--- config.mk ---
export PLATFORM = sky130hd
export DESIGN_NAME = seq_detector_param_flat
export DESIGN_NICKNAME = d
export VERILOG_FILES = /design/src/rtl/seq_detector_param_if.sv /design/src/rtl/seq_detector_param.sv /design/src/flat_wrapper.sv
export SDC_FILE = /design/constraint.sdc
export NUM_CORES = 1
export LEC_CHECK = 0
export CAP_MARGIN = 30
export CORE_MARGIN = 3
export CORE_UTILIZATION = 35
export DETAILED_ROUTE_END_ITERATION = 12
export SETUP_SLACK_MARGIN = 0.02
export SYNTH_ARGS = -nofsm -noshare
export SYNTH_HDL_FRONTEND = slang
export SYNTH_SLANG_ARGS = --single-unit
--- constraint.sdc ---
create_clock -name clock -period 5.7 [get_ports clock]
set_clock_uncertainty 0.1 [all_clocks]
set_input_delay 0.855 -clock clock [delete_from_list [all_inputs] [get_ports clock]]
set_output_delay 0.855 -clock clock [all_outputs]
set_load 0.03 [all_outputs]
--- src/rtl/seq_detector_param_if.sv ---
// seq_detector_param_if
//   Bundles the serial stream, configuration and status signals of
//   seq_detector_param.
//   master : drives stream/config (sequence_in, in_valid, cfg_load, pattern,
//            pattern_len, overlap) and observes the status outputs.
//   slave  : the detector; consumes stream/config and drives detector_out,
//            match_count, cfg_err and active.
interface seq_detector_param_if #(
    parameter int MAX_LEN = 8,
    parameter int CNT_W   = 8,
    parameter int LEN_W   = $clog2(MAX_LEN + 1)
);
    logic               sequence_in;
    logic               in_valid;
    logic               cfg_load;
    logic [MAX_LEN-1:0] pattern;
    logic [LEN_W-1:0]   pattern_len;
    logic               overlap;
    logic               detector_out;
    logic [CNT_W-1:0]   match_count;
    logic               cfg_err;
    logic               active;

    modport master (
        output sequence_in, in_valid, cfg_load, pattern, pattern_len, overlap,
        input  detector_out, match_count, cfg_err, active
    );

    modport slave (
        input  sequence_in, in_valid, cfg_load, pattern, pattern_len, overlap,
        output detector_out, match_count, cfg_err, active
    );
endinterface

--- src/rtl/seq_detector_param.sv ---
// seq_detector_param
//   Runtime-programmable serial sequence detector (pattern up to MAX_LEN
//   bits, MAX_LEN in 1..32) with registered match pulse, saturating match
//   counter and configuration-error flag.
//   clock   : rising-edge clock
//   reset_n : asynchronous active-low reset
//   bus     : seq_detector_param_if.slave (stream, config strobe, status)
//
//   state  | meaning
//   -------+--------------------------------------------------------------
//   UNCFG  | no legal configuration loaded; stream bits ignored
//   ACTIVE | shadow pattern valid; history shifts on each in_valid bit
module seq_detector_param #(
    parameter int MAX_LEN = 8,
    parameter int CNT_W   = 8
) (
    input  logic                  clock,
    input  logic                  reset_n,
    seq_detector_param_if.slave   bus
);
    localparam int LEN_W = $clog2(MAX_LEN + 1);

    typedef enum logic {UNCFG = 1'b0, ACTIVE = 1'b1} state_t;

    state_t             state_q, state_d;
    logic [MAX_LEN-1:0] pat_q, pat_d;
    logic [LEN_W-1:0]   len_q, len_d;
    logic               ovl_q, ovl_d;
    logic [MAX_LEN-1:0] hist_q, hist_d;
    logic [LEN_W-1:0]   fill_q, fill_d;
    logic [CNT_W-1:0]   cnt_q, cnt_d;
    logic               err_q, err_d;
    logic               det_q, det_d;

    logic [MAX_LEN-1:0] hist_shift;
    logic [MAX_LEN-1:0] mask;
    logic [LEN_W-1:0]   fill_inc;
    logic               cfg_legal;
    logic               match;

    always_ff @(posedge clock or negedge reset_n) begin
        if (!reset_n) begin
            state_q <= UNCFG;
            pat_q   <= '0;
            len_q   <= '0;
            ovl_q   <= 1'b0;
            hist_q  <= '0;
            fill_q  <= '0;
            cnt_q   <= '0;
            err_q   <= 1'b0;
            det_q   <= 1'b0;
        end else begin
            state_q <= state_d;
            pat_q   <= pat_d;
            len_q   <= len_d;
            ovl_q   <= ovl_d;
            hist_q  <= hist_d;
            fill_q  <= fill_d;
            cnt_q   <= cnt_d;
            err_q   <= err_d;
            det_q   <= det_d;
        end
    end

    always_comb begin
        state_d = state_q;
        pat_d   = pat_q;
        len_d   = len_q;
        ovl_d   = ovl_q;
        hist_d  = hist_q;
        fill_d  = fill_q;
        cnt_d   = cnt_q;
        err_d   = err_q;
        det_d   = 1'b0;

        // Shift form that also works for MAX_LEN == 1.
        hist_shift = (hist_q << 1) | MAX_LEN'(bus.sequence_in);
        fill_inc   = (fill_q == len_q) ? fill_q : fill_q + 1'b1;

        mask = '0;
        for (int i = 0; i < MAX_LEN; i++) begin
            mask[i] = (i < int'(len_q));
        end

        // Compare against the post-shift history so the pulse lands one
        // cycle after the completing bit.
        match = (((hist_shift ^ pat_q) & mask) == '0) && (fill_inc == len_q);

        cfg_legal = (bus.pattern_len != '0) &&
                    (bus.pattern_len <= LEN_W'(MAX_LEN));

        if (bus.cfg_load) begin
            cnt_d  = '0;
            hist_d = '0;
            fill_d = '0;
            if (cfg_legal) begin
                state_d = ACTIVE;
                pat_d   = bus.pattern;
                len_d   = bus.pattern_len;
                ovl_d   = bus.overlap;
                err_d   = 1'b0;
            end else begin
                state_d = UNCFG;
                err_d   = 1'b1;
            end
        end else begin
            case (state_q)
                ACTIVE: begin
                    if (bus.in_valid) begin
                        hist_d = hist_shift;
                        fill_d = fill_inc;
                        if (match) begin
                            det_d = 1'b1;
                            cnt_d = (cnt_q == '1) ? cnt_q : cnt_q + 1'b1;
                            if (!ovl_q) begin
                                fill_d = '0;
                            end
                        end
                    end
                end
                default: ;
            endcase
        end
    end

    assign bus.detector_out = det_q;
    assign bus.match_count  = cnt_q;
    assign bus.cfg_err      = err_q;
    assign bus.active       = (state_q == ACTIVE);

endmodule

--- src/flat_wrapper.sv ---
// flat-port wrapper written by rule: the top's interface ports become plain ports
module seq_detector_param_flat 
#(
    parameter int MAX_LEN = 8,
    parameter int CNT_W   = 8
)
  (clock, reset_n, bus_sequence_in, bus_in_valid, bus_cfg_load, bus_pattern, bus_pattern_len, bus_overlap, bus_detector_out, bus_match_count, bus_cfg_err, bus_active);
  seq_detector_param_if #(.MAX_LEN(MAX_LEN), .CNT_W(CNT_W)) bus_i ();
  input  logic clock;
  input  logic reset_n;
  input wire logic [$bits(bus_i.sequence_in)-1:0] bus_sequence_in;
  input wire logic [$bits(bus_i.in_valid)-1:0] bus_in_valid;
  input wire logic [$bits(bus_i.cfg_load)-1:0] bus_cfg_load;
  input wire logic [$bits(bus_i.pattern)-1:0] bus_pattern;
  input wire logic [$bits(bus_i.pattern_len)-1:0] bus_pattern_len;
  input wire logic [$bits(bus_i.overlap)-1:0] bus_overlap;
  output wire logic [$bits(bus_i.detector_out)-1:0] bus_detector_out;
  output wire logic [$bits(bus_i.match_count)-1:0] bus_match_count;
  output wire logic [$bits(bus_i.cfg_err)-1:0] bus_cfg_err;
  output wire logic [$bits(bus_i.active)-1:0] bus_active;
  assign bus_i.sequence_in = bus_sequence_in;
  assign bus_i.in_valid = bus_in_valid;
  assign bus_i.cfg_load = bus_cfg_load;
  assign bus_i.pattern = bus_pattern;
  assign bus_i.pattern_len = bus_pattern_len;
  assign bus_i.overlap = bus_overlap;
  assign bus_detector_out = bus_i.detector_out;
  assign bus_match_count = bus_i.match_count;
  assign bus_cfg_err = bus_i.cfg_err;
  assign bus_active = bus_i.active;
  seq_detector_param #(.MAX_LEN(MAX_LEN), .CNT_W(CNT_W)) u_core (.clock(clock), .reset_n(reset_n), .bus(bus_i));
endmodule
==> impl_metrics.toml <==
[route]
viasPerCell = 5.014
drtPass1Iterations = 4
post-route-drc-count = 0
drtAntennaViolNets = 0
vias = 1449
drt_iter0_drc = 81
drt-total-wl_um = 4115
drt-wirelength-per-cell_um = 14.24

[place]
post-place-ws_ps = 2473
hpwl_um = 2808
place.gp.congestion = 0.7546
portBuffers = 28

[grt]
grt_pass1_wl_um = 6706
antenna_found_initial = 0
grt_max_degree = 36
grt_overflow = 0
track_usage_pct = 13.49
grt_pass1_vias = 1416

[critical_path]
crit_required_ps = 5760
startpoint_type = "input port"
critical_path.max_fanout = 15
critPathArrivalTime_ps = 2980
cp-end-kind = "flop"
critPathKind = "input port to flop"

[timing]
finalMaxSlewViolations = 0
slew_headroom_pct = 45.98
layout_min_cycle_time_ps = 2916
rsz0062_at_grt = "no"
fin_crit_sh_pct = 51.15
fin_setup_tns_ps = 0
hold_violations = 0
worst_pin_slew_ps = 807.8
setup_viol = 0
fin_ws_ps = 2784
max_clock_freq_ghz = 0.3430

[floorplanning]
placementRows = 26
initial_core_util_pct = 36.82
die_w_um = 79.76
io_pins = 29
coreArea_um2 = 5172
dieArea_um2 = 6362
die_height_um = 79.76

[logic_synthesis]
synth_nets = 210
synthArstFlopShare_pct = 100.0
synthTopCellsByArea = "dfrtp_1, mux2_2, nand2_1"
yosysWarningCount = 0
synth_top_area_share_pct = 45.99
avgSynthCellArea_um2 = 10.02
yosys.area.top_type = "dfrtp_1"
synth_edf_count = 0
synth_area_um2 = 1904
ys_seq_area_share_pct = 45.99
synth_cell_types = 44
netlist_top_cells_count = "dfrtp_1, nand2_1, mux2_2"
yosysMostFrequentCell = "dfrtp_1"
ys.flop_type = "dfrtp_1"
synth_cells = 190
synth.ff_latch_count = 35

[min_path]
hold_path.class = "flop to flop"

[cts]
postCtsSetupRepairBufs = 0
cts_hold_buf = 0
cts.htree.levels = 2
clk_pin_slew_ps = 70
cts_tree = "done"
cts.sinks = 35
cts_resized = 0
clk_path_buf_depth = 2
cts_root_buf = "clkbuf_8"
cts_buffers = 5
clock_latency_ps = 280

[finish]
area_delta_synth_final_pct = 22.86
drive_above_1_share_pct = 15.07
seq_area_um2 = 875.8
fin_util_pct = 45.23
antenna_cells = 0
nets = 238
fillers = 490
multiInputGateArea_um2 = 969.7

[outcome]
status = "finished, final reports clean"

[job]
drv_cap = 0

[power]
peakVddDrop_v = 0.0001488
p_leak_nw = 0.9224
power.density_nw_per_um2 = 261.0
==> registers in the layout, indices dropped and copies added, names as in the netlist <==
register / cells
u_core.bus.match_count: 8
u_core.pat_q: 8
u_core.hist_q: 7
u_core.fill_q: 4
u_core.len_q: 4
u_core.bus.active: 1
u_core.bus.cfg_err: 1
u_core.bus.detector_out: 1
u_core.ovl_q: 1
==> cells in the final DEF (no fill, tap or decap), drive strengths merged <==
master         instances
a22o                   1
nor3                   5
o311ai                 1
o311a                  1
o211a                  1
inv                    4
nor2b                  3
a211o                  1
o21a                   1
xnor2                  6
nand4b                 1
buf                    1
nand2                 29
nor2                  12
nor4b                  2
mux2                  17
o21bai                 1
a31oi                  1
or3                    3
clkdlybuf4s50         28
o211ai                 1
dfrtp                 35
o31ai                  3
clkinv                 1
nor4                   2
a211oi                 3
o21ai                  5
or2                    4
and2                   1
mux2i                  1
or4                    1
o22ai                  2
a2111o                 1
a21oi                 12
o41ai                  2
nand4                  2
xor2                   9
clkbuf                 8
nand3                  5
ha                     2
==> routing by layer <==
| metal | global-route usage [%] | up-vias | routed length [um] |
|---|---|---|---|
| met2 | 21.45 | 26 | 1948 |
| met5 | 0 | - | 0 |
| met1 | 18.19 | 692 | 1964 |
| met4 | 4.561 | 0 | 40 |
| met3 | 2.935 | 2 | 162 |
| li1 | - | 729 | - |
==> logic make-up after synthesis <==
family	Yosys count	share of synthesized area (%)
fa+ha+maj	2	1.314
compound gates	37	13.54
xor+xnor	15	7.293
mux	18	10.58
simple gates	70	18.20
flops	35	45.99
buf+inv	13	3.088
==> final cells by class <==
cell class                 count  share of cell area, %
tap                           70                  3.743
timing repair buffer          29                  12.30
multi-input combinational    142                  41.44
sequential                    35                  37.43
inverter                       5                 0.8021
clock buffer                   8                  4.278
==> path summary, 6_finish.rpt <==
check | from | to | slack [ps] | depth (start not counted)
min reg2reg | u_core.bus.cfg_err$_DFFE_PN0P_ | u_core.bus.cfg_err$_DFFE_PN0P_ | 400 | 1
max reg2reg | u_core.len_q[0]$_DFFE_PN0P_ | u_core.bus.match_count[7]$_DFFE_PN0P_ | 3000 | 6
max in group asynchronous | reset_n | u_core.pat_q[0]$_DFFE_PN0P_ | 4280 | 2
min in group asynchronous | reset_n | u_core.fill_q[2]$_DFFE_PN0P_ | 900 | 2
max | bus_sequence_in | u_core.bus.match_count[7]$_DFFE_PN0P_ | 2780 | 7
min | u_core.bus.cfg_err$_DFFE_PN0P_ | u_core.bus.cfg_err$_DFFE_PN0P_ | 400 | 1
==> per-stage QoR <==
stage / cell area (um^2) / instances / hold WS, ps / total power [mW]
floorplan: 1904 / 190 / 399.9 / 0.3817
global placement: 2240 / 281 / 383.1 / 0.4194
detailed placement: 2240 / 281 / 369.2 / 0.4213
CTS: 2340 / 289 / 399.5 / 0.6197
global route: 2340 / 289 / 418.2 / 0.6429
finish: 2340 / 289 / 397.7 / 0.6106
==> where the power goes <==
part	total [mW]	internal, mW	switching [mW]
Sequential	0.297	0.269	0.0278
Clock	0.195	0.110	0.0847
Combinational	0.119	0.0577	0.0611
==> critical path, stage by stage <==
cell	delay, ps
clkdlybuf4s50_1	500
xnor2_1	130
a21oi_1	60
a2111o_1	290
a211o_1	420
nor4_1	340
mux2_2	370
Note: power is estimated with default switching activity, not from simulation.
